--- src/rtl/pwm_pkg.sv ---
// Shared types and default constants for the PWM duty-cycle sequencer.
package pwm_pkg;

  typedef enum logic [1:0] {
    MANUAL      = 2'd0,
    BREATH_UP   = 2'd1,
    BREATH_DOWN = 2'd2
  } state_e;

  localparam int PWM_W     = 8;
  localparam int DUTY_STEP = 16;
  localparam int DUTY_MAX  = 240;

endpackage

--- src/rtl/pwm_duty_seq_if.sv ---
// Bundle of button inputs, period strobe and width outputs for pwm_duty_seq.
// period_end and width_upd are single-cycle strobes with no back-pressure: a strobe
// counts in the cycle it is high, and the receiver must always accept it.
interface pwm_duty_seq_if #(
  parameter int WIDTH = 8
);
  import pwm_pkg::*;

  logic             key_up;
  logic             key_down;
  logic             key_mode;
  logic             period_end;
  logic [WIDTH-1:0] pwm_width;
  logic             width_upd;
  logic             breath_mode;
  state_e           dbg_state;
  logic [WIDTH-1:0] dbg_target;

  modport master (
    output key_up, key_down, key_mode, period_end,
    input  pwm_width, width_upd, breath_mode, dbg_state, dbg_target
  );

  modport slave (
    input  key_up, key_down, key_mode, period_end,
    output pwm_width, width_upd, breath_mode, dbg_state, dbg_target
  );

endinterface

--- src/rtl/pwm_duty_seq_key_debounce.sv ---
// One push-button: 2-FF synchronizer, stability counter and a 1-cycle press pulse
// on an accepted 0->1 transition.
module key_debounce #(
  parameter int DEBOUNCE_CYC = 50000
) (
  input  logic clk,
  input  logic rst,
  input  logic key_i,
  output logic press_o
);

  localparam int CW = (DEBOUNCE_CYC > 1) ? $clog2(DEBOUNCE_CYC + 1) : 1;

  logic          s1_q, s2_q;
  logic          stable_q, stable_d;
  logic [CW-1:0] cnt_q, cnt_d;
  logic          press_q, press_d;

  always_comb begin
    stable_d = stable_q;
    cnt_d    = '0;
    press_d  = 1'b0;
    // The counter only runs while the synced level disagrees with the accepted one.
    if (s2_q != stable_q) begin
      if (cnt_q == CW'(DEBOUNCE_CYC - 1)) begin
        stable_d = s2_q;
        press_d  = s2_q;
      end else begin
        cnt_d = cnt_q + 1'b1;
      end
    end
  end

  always_ff @(posedge clk) begin
    if (rst) begin
      s1_q     <= 1'b0;
      s2_q     <= 1'b0;
      stable_q <= 1'b0;
      cnt_q    <= '0;
      press_q  <= 1'b0;
    end else begin
      s1_q     <= key_i;
      s2_q     <= s1_q;
      stable_q <= stable_d;
      cnt_q    <= cnt_d;
      press_q  <= press_d;
    end
  end

  assign press_o = press_q;

endmodule

--- src/rtl/pwm_duty_seq.sv ---
// Duty-width source for the PWM generator: manual up/down stepping or an automatic
// triangle ramp, with the width presented only at PWM period boundaries.
module pwm_duty_seq
  import pwm_pkg::*;
#(
  parameter int WIDTH        = PWM_W,
  parameter int STEP         = DUTY_STEP,
  parameter int MAX_WIDTH    = DUTY_MAX,
  parameter int RAMP_DIV     = 4,
  parameter int DEBOUNCE_CYC = 50000
) (
  input  logic              clk,
  input  logic              rst,
  pwm_duty_seq_if.slave     bus
);

  localparam int RW = (RAMP_DIV > 1) ? $clog2(RAMP_DIV) : 1;
  localparam logic [WIDTH:0] STEP_X = (WIDTH + 1)'(STEP);
  localparam logic [WIDTH:0] MAX_X  = (WIDTH + 1)'(MAX_WIDTH);

  logic up_p, down_p, mode_p;

  key_debounce #(.DEBOUNCE_CYC(DEBOUNCE_CYC)) u_deb_up (
    .clk(clk), .rst(rst), .key_i(bus.key_up), .press_o(up_p)
  );
  key_debounce #(.DEBOUNCE_CYC(DEBOUNCE_CYC)) u_deb_down (
    .clk(clk), .rst(rst), .key_i(bus.key_down), .press_o(down_p)
  );
  key_debounce #(.DEBOUNCE_CYC(DEBOUNCE_CYC)) u_deb_mode (
    .clk(clk), .rst(rst), .key_i(bus.key_mode), .press_o(mode_p)
  );

  state_e           state_q, state_d;
  logic [WIDTH-1:0] target_q, target_d;
  logic [RW-1:0]    ramp_q, ramp_d;
  logic [WIDTH-1:0] width_q;
  logic             upd_q;

  // One extra bit so neither direction can wrap before the clamp.
  logic [WIDTH:0] sum_up, diff_dn;
  assign sum_up  = {1'b0, target_q} + STEP_X;
  assign diff_dn = {1'b0, target_q} - STEP_X;

  always_comb begin
    state_d  = state_q;
    target_d = target_q;
    ramp_d   = ramp_q;
    case (state_q)
      MANUAL: begin
        if (mode_p) begin
          state_d = BREATH_UP;
          ramp_d  = '0;
        end else if (up_p && !down_p) begin
          target_d = (sum_up > MAX_X) ? MAX_X[WIDTH-1:0] : sum_up[WIDTH-1:0];
        end else if (down_p && !up_p) begin
          target_d = ({1'b0, target_q} < STEP_X) ? '0 : diff_dn[WIDTH-1:0];
        end
      end
      BREATH_UP, BREATH_DOWN: begin
        if (mode_p) begin
          state_d = MANUAL;
        end else if (bus.period_end) begin
          if (ramp_q == RW'(RAMP_DIV - 1)) begin
            ramp_d = '0;
            if (state_q == BREATH_UP) begin
              if (sum_up >= MAX_X) begin
                target_d = MAX_X[WIDTH-1:0];
                state_d  = BREATH_DOWN;
              end else begin
                target_d = sum_up[WIDTH-1:0];
              end
            end else begin
              if ({1'b0, target_q} <= STEP_X) begin
                target_d = '0;
                state_d  = BREATH_UP;
              end else begin
                target_d = diff_dn[WIDTH-1:0];
              end
            end
          end else begin
            ramp_d = ramp_q + 1'b1;
          end
        end
      end
      default: state_d = MANUAL;
    endcase
  end

  always_ff @(posedge clk) begin
    if (rst) begin
      state_q  <= MANUAL;
      target_q <= '0;
      ramp_q   <= '0;
      width_q  <= '0;
      upd_q    <= 1'b0;
    end else begin
      state_q  <= state_d;
      target_q <= target_d;
      ramp_q   <= ramp_d;
      upd_q    <= bus.period_end;
      // Loads the pre-edge target, so a same-cycle change waits one full period.
      if (bus.period_end) width_q <= target_q;
    end
  end

  assign bus.pwm_width   = width_q;
  assign bus.width_upd   = upd_q;
  assign bus.breath_mode = (state_q == BREATH_UP) || (state_q == BREATH_DOWN);
  assign bus.dbg_state   = state_q;
  assign bus.dbg_target  = target_q;

endmodule
--- src/flat_wrapper.sv ---
// flat-port wrapper written by rule: the top's interface ports become plain ports
module pwm_duty_seq_flat import pwm_pkg::*;
#(
  parameter int WIDTH        = PWM_W,
  parameter int STEP         = DUTY_STEP,
  parameter int MAX_WIDTH    = DUTY_MAX,
  parameter int RAMP_DIV     = 4,
  parameter int DEBOUNCE_CYC = 50000
)
  (clk, rst, bus_key_up, bus_key_down, bus_key_mode, bus_period_end, bus_pwm_width, bus_width_upd, bus_breath_mode, bus_dbg_state, bus_dbg_target);
  pwm_duty_seq_if #(.WIDTH(WIDTH)) bus_i ();
  input  logic clk;
  input  logic rst;
  input wire logic [$bits(bus_i.key_up)-1:0] bus_key_up;
  input wire logic [$bits(bus_i.key_down)-1:0] bus_key_down;
  input wire logic [$bits(bus_i.key_mode)-1:0] bus_key_mode;
  input wire logic [$bits(bus_i.period_end)-1:0] bus_period_end;
  output wire logic [$bits(bus_i.pwm_width)-1:0] bus_pwm_width;
  output wire logic [$bits(bus_i.width_upd)-1:0] bus_width_upd;
  output wire logic [$bits(bus_i.breath_mode)-1:0] bus_breath_mode;
  output wire logic [$bits(bus_i.dbg_state)-1:0] bus_dbg_state;
  output wire logic [$bits(bus_i.dbg_target)-1:0] bus_dbg_target;
  assign bus_i.key_up = bus_key_up;
  assign bus_i.key_down = bus_key_down;
  assign bus_i.key_mode = bus_key_mode;
  assign bus_i.period_end = bus_period_end;
  assign bus_pwm_width = bus_i.pwm_width;
  assign bus_width_upd = bus_i.width_upd;
  assign bus_breath_mode = bus_i.breath_mode;
  assign bus_dbg_state = bus_i.dbg_state;
  assign bus_dbg_target = bus_i.dbg_target;
  pwm_duty_seq #(.WIDTH(WIDTH), .STEP(STEP), .MAX_WIDTH(MAX_WIDTH), .RAMP_DIV(RAMP_DIV), .DEBOUNCE_CYC(DEBOUNCE_CYC)) u_core (.clk(clk), .rst(rst), .bus(bus_i));
endmodule
--- config.mk ---
export PLATFORM = sky130hd
export DESIGN_NAME = pwm_duty_seq_flat
export DESIGN_NICKNAME = d
export VERILOG_FILES = /design/src/rtl/pwm_pkg.sv /design/src/rtl/pwm_duty_seq_if.sv /design/src/rtl/pwm_duty_seq_key_debounce.sv /design/src/rtl/pwm_duty_seq.sv /design/src/flat_wrapper.sv
export SDC_FILE = /design/constraint.sdc
export NUM_CORES = 1
export LEC_CHECK = 0
export CAP_MARGIN = 20
export CELL_PAD_IN_SITES_DETAIL_PLACEMENT = 0
export CELL_PAD_IN_SITES_GLOBAL_PLACEMENT = 1
export CORE_MARGIN = 3
export CORE_UTILIZATION = 30
export CTS_CLUSTER_SIZE = 30
export DETAILED_ROUTE_END_ITERATION = 7
export PLACE_DENSITY = 0.63
export SYNTH_ARGS = -nofsm -noshare
export SYNTH_HDL_FRONTEND = slang
export SYNTH_SLANG_ARGS = --single-unit
--- constraint.sdc ---
create_clock -name clk -period 6.6 [get_ports clk]
set_clock_uncertainty 0.2 [all_clocks]
set_input_delay 1.32 -clock clk [delete_from_list [all_inputs] [get_ports clk]]
set_output_delay 1.32 -clock clk [all_outputs]
set_load 0.02 [all_outputs]
==> run metrics <==
status completed; Worst-Margin Slew 0.628 ns; Cell Int Power 0.000800 W; # diodes 0; GRT Total Usage 0.108; max_cap viols 0; Antenna Nets Post-Route 0; Routed WL per cell 11.9 um; TritonCTS clock tree yes; Port Buffer Count 17; Worst-Skew Late Latency 0.33 ns; Via density 4.72; Die Y-Extent 114 um; setup TNS 0 ns; post-placement cell area 0.00375 mm2; dpl hpwl 4540 um; final wirelength 6640 um; Site Rows 38; Slew Limit Headroom 0.574; layout cell share with drive strength beyond 1 0.0478; Setup crit start kind register; Period minus WS final 3.59 ns; drt pass-1 iters 4; Clock power frac 0.534; largest area contributor in the netlist dfxtp_1; P_leak 1.42 nW; Design Area, Final 0.00408 mm2; HP Class reg -> reg; register area share after synthesis 0.419; Synth Area per Inst 8.81 um2; # DRC 0; Post-Synthesis Cells 396; GRT overflow 0; fill count 1122; synth unique cells 51; largest net degree at the start of global routing 34; Max VDD drop 0.167 mV; asr flop ratio synth 0; Critical Path End Type output pin; Num Clock Sinks 73; Yosys reg bits 73; vias 2634; crit path max fanout 16; post-synth top area share 0.419; hold_buf cts 0; P per Cell Area 244 mW/mm2; RSZ-0062 raised after global routing false; Root Buffer clkbuf_16; Max Fclk 0.278 GHz; switch share 0.196; Yosys warning count 0; GPL Wtd Cong 0.773; Hold Path Cell Cnt 1; Die ar. 0.0130 mm2; fin util 0.369; initial antenna violation count 0; Tcrit/Tclk final 0.545; first-pass GRT wire length 11600 um; dominant synthesized flop cell dfxtp_1; nets@finish 430; Multi-input gate area 0.00189 mm2; CP Data Arrival Time 2.07 ns; Mapped Area 0.00349 mm2; core area 0.0111 mm2; Fin. Hold Viols 0; sw power 0.000195 W; setup repair bufs after CTS 0; Worst EP required 5.08 ns; number of flops mapped to enable cells by yosys 0; Sequential Power Share 0.447; Chip Width 114 um; Initial Util 0.315; Comb pwr share 0.018; Setup Viol. Count Final 0; PostCTS Resize Cnt 0; clk buf depth 2; total CTS buffers 9; Final Slew Violations 0; Setup CP Type reg -> out; R2R cell count 7; vias in the first global route 2491; Area Growth Syn to Fin 17.0%; post-layout power 0.000995 W; I/O Pins 26; H-tree Lvls 3; clock-pin slew on the worst setup and hold paths 0.06 ns; FF/Latch Area 0.00146 mm2; Detailed Route Iter0 Violations 95; synth top area cells dfxtp_1, nor2_1, xor2_1, xnor2_1, ha_1
[layer usage]
metal / part of all wire / track usage / routed length [um] / vias to the layer above
li1: - / - / - / 1398
met1: 0.54 / 0.158 / 3580 / 1191
met2: 0.42 / 0.159 / 2780 / 36
met3: 0.026 / 0.0159 / 175 / 9
met4: 0.015 / 0.0451 / 101 / 0
met5: 0 / 0 / 0 / -
[through the flow]
| step | worst slack (ns) | hold WS, ns | std cells |
|---|---|---|---|
| final | 3.01 | 0.235 | 558 |
| after global placement | 3.20 | 0.219 | 542 |
| after CTS | 2.96 | 0.239 | 558 |
| after floorplan | 3.86 | 0.214 | 403 |
| after global routing | 2.83 | 0.257 | 558 |
| after detailed placement | 3.17 | 0.227 | 542 |
[synth_stat cells (10+ instances only)]
| cell | number |
|---|---|
| xor2_1 | 25 |
| dfxtp_1 | 73 |
| nor2_1 | 65 |
| and3_1 | 13 |
| nand2_1 | 20 |
| nand3_1 | 17 |
| buf_4 | 10 |
| ha_1 | 11 |
| nor2b_1 | 10 |
| inv_1 | 12 |
| nand4_1 | 12 |
| xnor2_1 | 23 |
| a21oi_1 | 11 |
[state kept, by name, indices dropped and copies added, names as in the netlist]
register	flops
u_core.u_deb_mode.s2_q	1
u_core.u_deb_mode.press_o	1
u_core.u_deb_mode.s1_q	1
u_core.u_deb_down.cnt_q	16
u_core.u_deb_up.s1_q	1
u_core.bus.pwm_width	4
u_core.u_deb_up.stable_q	1
u_core.u_deb_up.s2_q	1
u_core.u_deb_mode.cnt_q	16
u_core.u_deb_mode.stable_q	1
u_core.bus.dbg_target	4
u_core.u_deb_down.stable_q	1
u_core.u_deb_down.s1_q	1
u_core.bus.dbg_state	2
u_core.u_deb_up.press_o	1
u_core.ramp_q	2
u_core.u_deb_down.s2_q	1
u_core.u_deb_up.cnt_q	16
u_core.u_deb_down.press_o	1
u_core.bus.width_upd	1
[layout by cell type (no fill, tap or decap), drive strengths merged, types with 11 or more instances in the layout]
cell type      instances
xnor2                 23
xor2                  25
nor2                  65
dfxtp                 73
nand2                 20
ha                    11
inv                   12
clkbuf                11
clkdlybuf4s50         17
a21oi                 11
nand4                 12
and3                  13
nand3                 18
[kinds of logic (layout without fill, tap and decap cells)]
| kind of cell | Yosys count | in the layout | synth area share |
|---|---|---|---|
| AOI/OAI and AO/OA | 40 | 40 | 0.0778 |
| xor gates and xnor gates | 48 | 48 | 0.121 |
| adders and majority gates | 12 | 12 | 0.0423 |
| buffers and inverters | 31 | 46 | 0.0459 |
| DFF | 73 | 73 | 0.419 |
| muxes | 9 | 9 | 0.0258 |
| other | 1 | 8 | 0.00108 |
| and+or+nand+nor | 182 | 182 | 0.268 |
[critical path, cell delays in order (launching register included)]
cell	delay [ns]
dfxtp_1	0.41
inv_1	0.07
ha_1	0.58
clkdlybuf4s50_1	0.70
[worst paths after layout]
path,from,endpoint,slack [ns]
min,u_core.u_deb_down.s1_q,u_core.u_deb_down.s2_q,0.23
max reg2reg,u_core.bus.dbg_state[0],u_core.bus.dbg_target[5],4.09
max,u_core.bus.dbg_state[0],bus_breath_mode,3.01
min reg2reg,u_core.u_deb_down.s1_q,u_core.u_deb_down.s2_q,0.23
[area by class of cell]
type	count	share of cell area
clock buffers	11	0.0619
clock inverters	5	0.0190
multi-input cells	299	0.464
inverters	12	0.0110
repair buffers	18	0.0435
well taps	140	0.0429
flip-flops and latches	73	0.358
[power by group through the flow]
| stage | combinational (W) | clock, W | sequential, W |
|---|---|---|---|
| 6_report | 0.0000184 | 0.000532 | 0.000445 |
| 3_3_place_gp | 0.0000187 | 0 | 0.000454 |
| 3_5_place_dp | 0.0000186 | 0 | 0.000454 |
| 4_1_cts | 0.0000186 | 0.000544 | 0.000445 |
| 2_1_floorplan | 0.0000165 | 0 | 0.000454 |
| 5_1_grt | 0.0000205 | 0.000566 | 0.000445 |
(Power assumes the default switching activity.)
